[src/rtl/sensor_conditioner.sv]
`default_nettype none
//==============================================================================
// Module   : sensor_conditioner
// Purpose  : 2-FF sync and tick-based debounce of six sensor lines; optional
//            per-channel chatter monitor enabled by the CHATTER_EN macro.
// Revision : 1.0 - initial release
//==============================================================================
module sensor_conditioner #(
    parameter int TICK_DIV    = 50000,
    parameter int DEB_TICKS   = 20,
    parameter int WIN_TICKS   = 1000,
    parameter int CHATTER_MAX = 8
) (
    input  logic       clk,
    input  logic       rst,
    input  logic [5:0] raw_i,
    output logic [5:0] clean_o,
    output logic [5:0] changed_o,
    output logic       tick_o,
    output logic       valid_o,
    output logic [5:0] chatter_o
);

    localparam int c_pw = $clog2(TICK_DIV);
    localparam int c_cw = $clog2(DEB_TICKS + 1);
    localparam logic [c_pw-1:0] c_presc_last = c_pw'(TICK_DIV - 1);
    localparam logic [c_cw-1:0] c_deb_last   = c_cw'(DEB_TICKS - 1);
    localparam logic [c_cw-1:0] c_deb_ticks  = c_cw'(DEB_TICKS);

    typedef enum logic [0:0] {
        ST_STABLE  = 1'b0,
        ST_PENDING = 1'b1
    } state_t;

    if (TICK_DIV < 2 || DEB_TICKS < 2 || WIN_TICKS < 2 || CHATTER_MAX < 1) begin : g_bad_params
        $error("sensor_conditioner: parameter out of range");
    end

    logic [5:0]      r_sync1;
    logic [5:0]      r_sync2;
    logic [c_pw-1:0] r_presc;
    logic [c_cw-1:0] r_vcnt;
    logic            r_valid;
    logic            w_tick;

    always_ff @(posedge clk or posedge rst) begin
        if (rst) begin
            r_sync1 <= '0;
            r_sync2 <= '0;
        end else begin
            r_sync1 <= raw_i;
            r_sync2 <= r_sync1;
        end
    end

    assign w_tick = (r_presc == c_presc_last);

    // valid_o rises once enough ticks have elapsed for every channel to settle.
    always_ff @(posedge clk or posedge rst) begin
        if (rst) begin
            r_presc <= '0;
            r_vcnt  <= '0;
            r_valid <= 1'b0;
        end else begin
            r_presc <= w_tick ? '0 : r_presc + c_pw'(1);
            if (w_tick && !r_valid) begin
                if (r_vcnt == c_deb_ticks) begin
                    r_valid <= 1'b1;
                end else begin
                    r_vcnt <= r_vcnt + c_cw'(1);
                end
            end
        end
    end

`ifdef CHATTER_EN
    logic [5:0] w_reject;
`endif

    for (genvar n = 0; n < 6; n++) begin : g_chan
        state_t          r_state;
        logic [c_cw-1:0] r_cnt;
        logic            r_clean;
        logic            r_chg;

        // A return to the committed level always wins, even on the commit tick.
        always_ff @(posedge clk or posedge rst) begin
            if (rst) begin
                r_state <= ST_STABLE;
                r_cnt   <= '0;
                r_clean <= 1'b0;
                r_chg   <= 1'b0;
            end else begin
                r_chg <= 1'b0;
                case (r_state)
                    ST_STABLE: begin
                        if (r_sync2[n] != r_clean) begin
                            r_state <= ST_PENDING;
                            r_cnt   <= '0;
                        end
                    end
                    ST_PENDING: begin
                        if (r_sync2[n] == r_clean) begin
                            r_state <= ST_STABLE;
                            r_cnt   <= '0;
                        end else if (w_tick) begin
                            if (r_cnt == c_deb_last) begin
                                r_clean <= r_sync2[n];
                                r_chg   <= r_valid;
                                r_state <= ST_STABLE;
                                r_cnt   <= '0;
                            end else begin
                                r_cnt <= r_cnt + c_cw'(1);
                            end
                        end
                    end
                    default: r_state <= ST_STABLE;
                endcase
            end
        end

        assign clean_o[n]   = r_clean;
        assign changed_o[n] = r_chg;
`ifdef CHATTER_EN
        assign w_reject[n]  = (r_state == ST_PENDING) && (r_sync2[n] == r_clean);
`endif
    end

    assign tick_o  = w_tick;
    assign valid_o = r_valid;

`ifdef CHATTER_EN
    localparam int c_ww = $clog2(WIN_TICKS);
    localparam int c_rw = $clog2(CHATTER_MAX + 1);
    localparam logic [c_ww-1:0] c_win_last = c_ww'(WIN_TICKS - 1);
    localparam logic [c_rw-1:0] c_chat_max = c_rw'(CHATTER_MAX);

    logic [c_ww-1:0] r_win;
    logic [c_rw-1:0] r_rej [6];
    logic [5:0]      r_chat;
    logic            w_win_clr;

    assign w_win_clr = w_tick && (r_win == c_win_last);

    always_ff @(posedge clk or posedge rst) begin
        if (rst) begin
            r_win  <= '0;
            r_chat <= '0;
            for (int i = 0; i < 6; i++) begin
                r_rej[i] <= '0;
            end
        end else begin
            if (w_tick) begin
                r_win <= w_win_clr ? '0 : r_win + c_ww'(1);
            end
            for (int i = 0; i < 6; i++) begin
                if (w_win_clr) begin
                    r_rej[i] <= '0;
                end else if (w_reject[i] && (r_rej[i] != c_chat_max)) begin
                    r_rej[i] <= r_rej[i] + c_rw'(1);
                end
                if (r_rej[i] == c_chat_max) begin
                    r_chat[i] <= 1'b1;
                end
            end
        end
    end

    assign chatter_o = r_chat;
`else
    assign chatter_o = 6'b0;
`endif

endmodule
`default_nettype wire

[config.mk]
export PLATFORM = sky130hd
export DESIGN_NAME = sensor_conditioner
export DESIGN_NICKNAME = d
export VERILOG_FILES = /design/src/rtl/sensor_conditioner.sv
export SDC_FILE = /design/constraint.sdc
export NUM_CORES = 1
export LEC_CHECK = 0
export BUFFER_PORTS_ARGS = -buffer_cell sky130_fd_sc_hd__buf_2
export CORE_MARGIN = 2
export CORE_UTILIZATION = 54
export CTS_CLUSTER_DIAMETER = 120
export DETAILED_ROUTE_END_ITERATION = 8
export PLACE_DENSITY = 0.84
export SYNTH_ARGS = -nofsm -noshare
export SYNTH_HDL_FRONTEND = slang
export SYNTH_SLANG_ARGS = --single-unit
export TNS_END_PERCENT = 1
[constraint.sdc]
create_clock -name clk -period 2.43 [get_ports clk]
set_input_delay 0.1215 -clock clk [delete_from_list [all_inputs] [get_ports clk]]
set_output_delay 0.1215 -clock clk [all_outputs]
set_load 0.05 [all_outputs]
==> flow_summary.json <==
{
  "run_status": "complete, no violations",
  "nNetsFinal": 423,
  "cp-end-kind": "output pin",
  "ant_nets": 0,
  "critical_path_peak_fanout": 12,
  "synth_edf_count": 0,
  "path_clk_slew_ns": 0.08,
  "initial_core_util": 0.5507,
  "cp.depth": 5,
  "finClkSkew_ns": 0.009899,
  "final_hold_viol_count": 0,
  "crit_arrival_ns": 2.26,
  "rsz0062_at_grt": "yes",
  "period_needed_ns": 2.378,
  "tns_ns": 0,
  "holdPathStages": 0,
  "cts.htree.levels": 3,
  "grt_max_degree": 44,
  "crit_chain": "or4_1 > or4_4 > inv_4 > buf_12 > buf_12",
  "route.detailed.drc": 0,
  "syn_area_per_cell_um2": 10.62,
  "max-cap-violations": 0,
  "track_usage": 0.2025,
  "clockBufferDepth": 2,
  "gp_congestion": 0.8602,
  "synth_top_area_frac": 0.5193,
  "p_leak_nw": 2.080,
  "crit_family": "simple AND/OR/NAND/NOR gates",
  "grt_antenna_before_repair": 0,
  "wire_per_inst_um": 14.63,
  "pin_count": 28,
  "fp-row-count": 31,
  "final-instance-count-excl-fill": 510,
  "dp_hpwl_um": 5007,
  "clock-sinks": 82,
  "ys_seq_elements": 82,
  "hp-class": "reg2reg",
  "synth_largest_area_cell": "dfrtp_1",
  "via_per_inst": 5.663,
  "cts_tree": "built",
  "grt_overflow": 0,
  "crit_top_cell": "buf_12",
  "netlist_area_um2": 3951,
  "cts_buffers": 9,
  "clk_latency_ns": 0.35,
  "yosysSeqAreaShare": 0.5193,
  "grt_pass1_vias": 2756,
  "multi_input_area_um2": 1678,
  "synth_warnings": 0,
  "power.density_nw_per_um2": 592.9,
  "die_w_um": 89.54,
  "crit_slowest_cell": "or4_4",
  "syn_to_final_growth_pct": 15.29,
  "ys_types": 46,
  "fill_cells": 554,
  "path_class": "reg2out",
  "relSlewSlack": 0.4411,
  "period_share": 0.9787,
  "antenna_cells": 0,
  "seqCellArea_um2": 2052,
  "clock-root-buffer": "clkbuf_8",
  "crit_required_ns": 2.31,
  "die_area_um2": 8017,
  "ys_top_cells_by_area": "dfrtp_1 52%, buf_4 3.6%, nand3_1 3.2%",
  "async_flop_share": 1.000,
  "slew_violations": 0,
  "portBuffers": 21,
  "finalSetupViolations": 0,
  "cp_num_buf_inv": 3,
  "grt_pass1_wl_um": 12500,
  "drive_above_1_share": 0.1655,
  "synthCells": 372,
  "worstMarginPinSlew_ns": 0.8270,
  "drtPass1Iterations": 4,
  "max_stage_delay_ns": 0.61,
  "final_util": 0.6349,
  "cp-start-kind": "flip-flop",
  "core_area_um2": 7176,
  "vias": 2888,
  "clock.fmax_mhz": 420.5,
  "synth_ff_type": "dfrtp_1",
  "drt-total-wl_um": 7461,
  "reg2reg_depth": 5,
  "dp_cells": 481,
  "ir_drop_mv": 0.3670,
  "die_y_um": 89.54,
  "first_iter_violations": 147
}
## worst paths after layout
kind                       slack [ns]             startpoint                             end
max                              0.05  r_presc[12]$_DFF_PP0_                          tick_o
min                              0.36   r_sync1[3]$_DFF_PP0_            r_sync2[3]$_DFF_PP0_
max reg2reg                      0.06  r_presc[12]$_DFF_PP0_  g_chan[0].r_cnt[3]$_DFFE_PP0P_
min reg2reg                      0.36   r_sync1[3]$_DFF_PP0_            r_sync2[3]$_DFF_PP0_
max in group asynchronous        1.40                    rst            r_presc[9]$_DFF_PP0_
min in group asynchronous        0.38                    rst       g_chan[3].r_chg$_DFF_PP0_
## through the flow
step / hold WS [ns] / area (um2) / total power, mW / worst slack, ns
after global placement: 0.2291 / 4131 / 1.517 / 0.1023
after global routing: 0.3629 / 4556 / 2.813 / -0.01445
after CTS: 0.3580 / 4509 / 2.737 / -0.007326
after detailed placement: 0.2308 / 4131 / 1.522 / 0.01399
final: 0.3552 / 4556 / 2.701 / 0.05176
after floorplan: 0.1529 / 3970 / 1.502 / 0.1026
## per-layer routing
metal  up-vias  track usage  wire [um]
met3        16      0.06371        237
li1       1369            -          -
met5         -            0          0
met2        74       0.3422       3848
met4         0      0.05970        129
met1      1429       0.2491       3246
## report_power, final
| part | switching [mW] | internal (mW) | total, mW |
|---|---|---|---|
| Combinational | 0.0811 | 0.0318 | 0.113 |
| Clock | 0.485 | 0.714 | 1.20 |
| Sequential | 0.0111 | 1.38 | 1.39 |
## flip-flops by register name (all words and copies together), names as in the netlist
register / count
g_chan.r_cnt: 30
r_vcnt: 5
g_chan.r_state: 6
r_presc: 16
r_sync1: 6
valid_o: 1
r_sync2: 6
g_chan.r_chg: 6
g_chan.r_clean: 6
## synth_stat cells (all sizes together) (2+ instances only)
master  instances
a21o            2
a21oi           6
a31oi           3
a32oi           6
and2           10
and3            2
buf            23
clkbuf          6
dfrtp          82
ha              9
inv            13
mux2            8
mux2i           7
nand2          28
nand2b          6
nand3          25
nand3b          4
nand4           5
nand4b          2
nor2           27
nor2b           7
nor3            5
nor3b           4
nor4bb          6
o211ai          7
o21ai          12
o221ai          2
o22ai           6
o311ai          4
o31ai           5
or3             3
or4             5
xnor2          13
xor2           12
## kinds of logic (layout without fill, tap and decap cells)
family	count (synthesis)	count (layout)	synth area share
flip-flops	82	82	0.5193
AO/OA/AOI/OAI	56	56	0.09690
AND/OR/NAND/NOR	142	142	0.1966
adder cells (fa/ha/maj)	9	9	0.02850
XOR/XNOR	25	25	0.05541
other	1	6	0.0009491
multiplexers	15	15	0.04148
buffers and inverters	42	76	0.06080
## layout make-up
cell class | instances | share of cell area
repair buffers | 47 | 0.08761
well taps | 99 | 0.02719
flip-flops and latches | 82 | 0.4504
clock inverters | 6 | 0.02472
multi-input cells | 253 | 0.3683
clock buffers | 10 | 0.03021
inverters | 13 | 0.01154
## layout by cell type, fill, tap and decap left out, drive strengths merged, types with 4 or more instances in the layout
cell	n
a21oi	6
a32oi	6
and2	10
buf	39
clkbuf	10
conb	6
dfrtp	82
dlygate4sd3	7
ha	9
inv	13
mux2	8
mux2i	7
nand2	28
nand2b	6
nand3	25
nand3b	4
nand4	5
nor2	27
nor2b	7
nor3	5
nor3b	4
nor4bb	6
o211ai	7
o21ai	12
o22ai	6
o311ai	4
o31ai	5
or4	5
xnor2	13
xor2	12
## repair_timing
item / CTS / global route
hold buffers: 7 / 0
gates resized for setup: 7 / 2
buffers inserted: 1 / 4
gates cloned: 1 / 0
endpoints found under the hold margin: 45 / 0
setup endpoints to repair: 2 / 7
pin swaps: 1 / 1
Power figures use the tool's default switching activity.
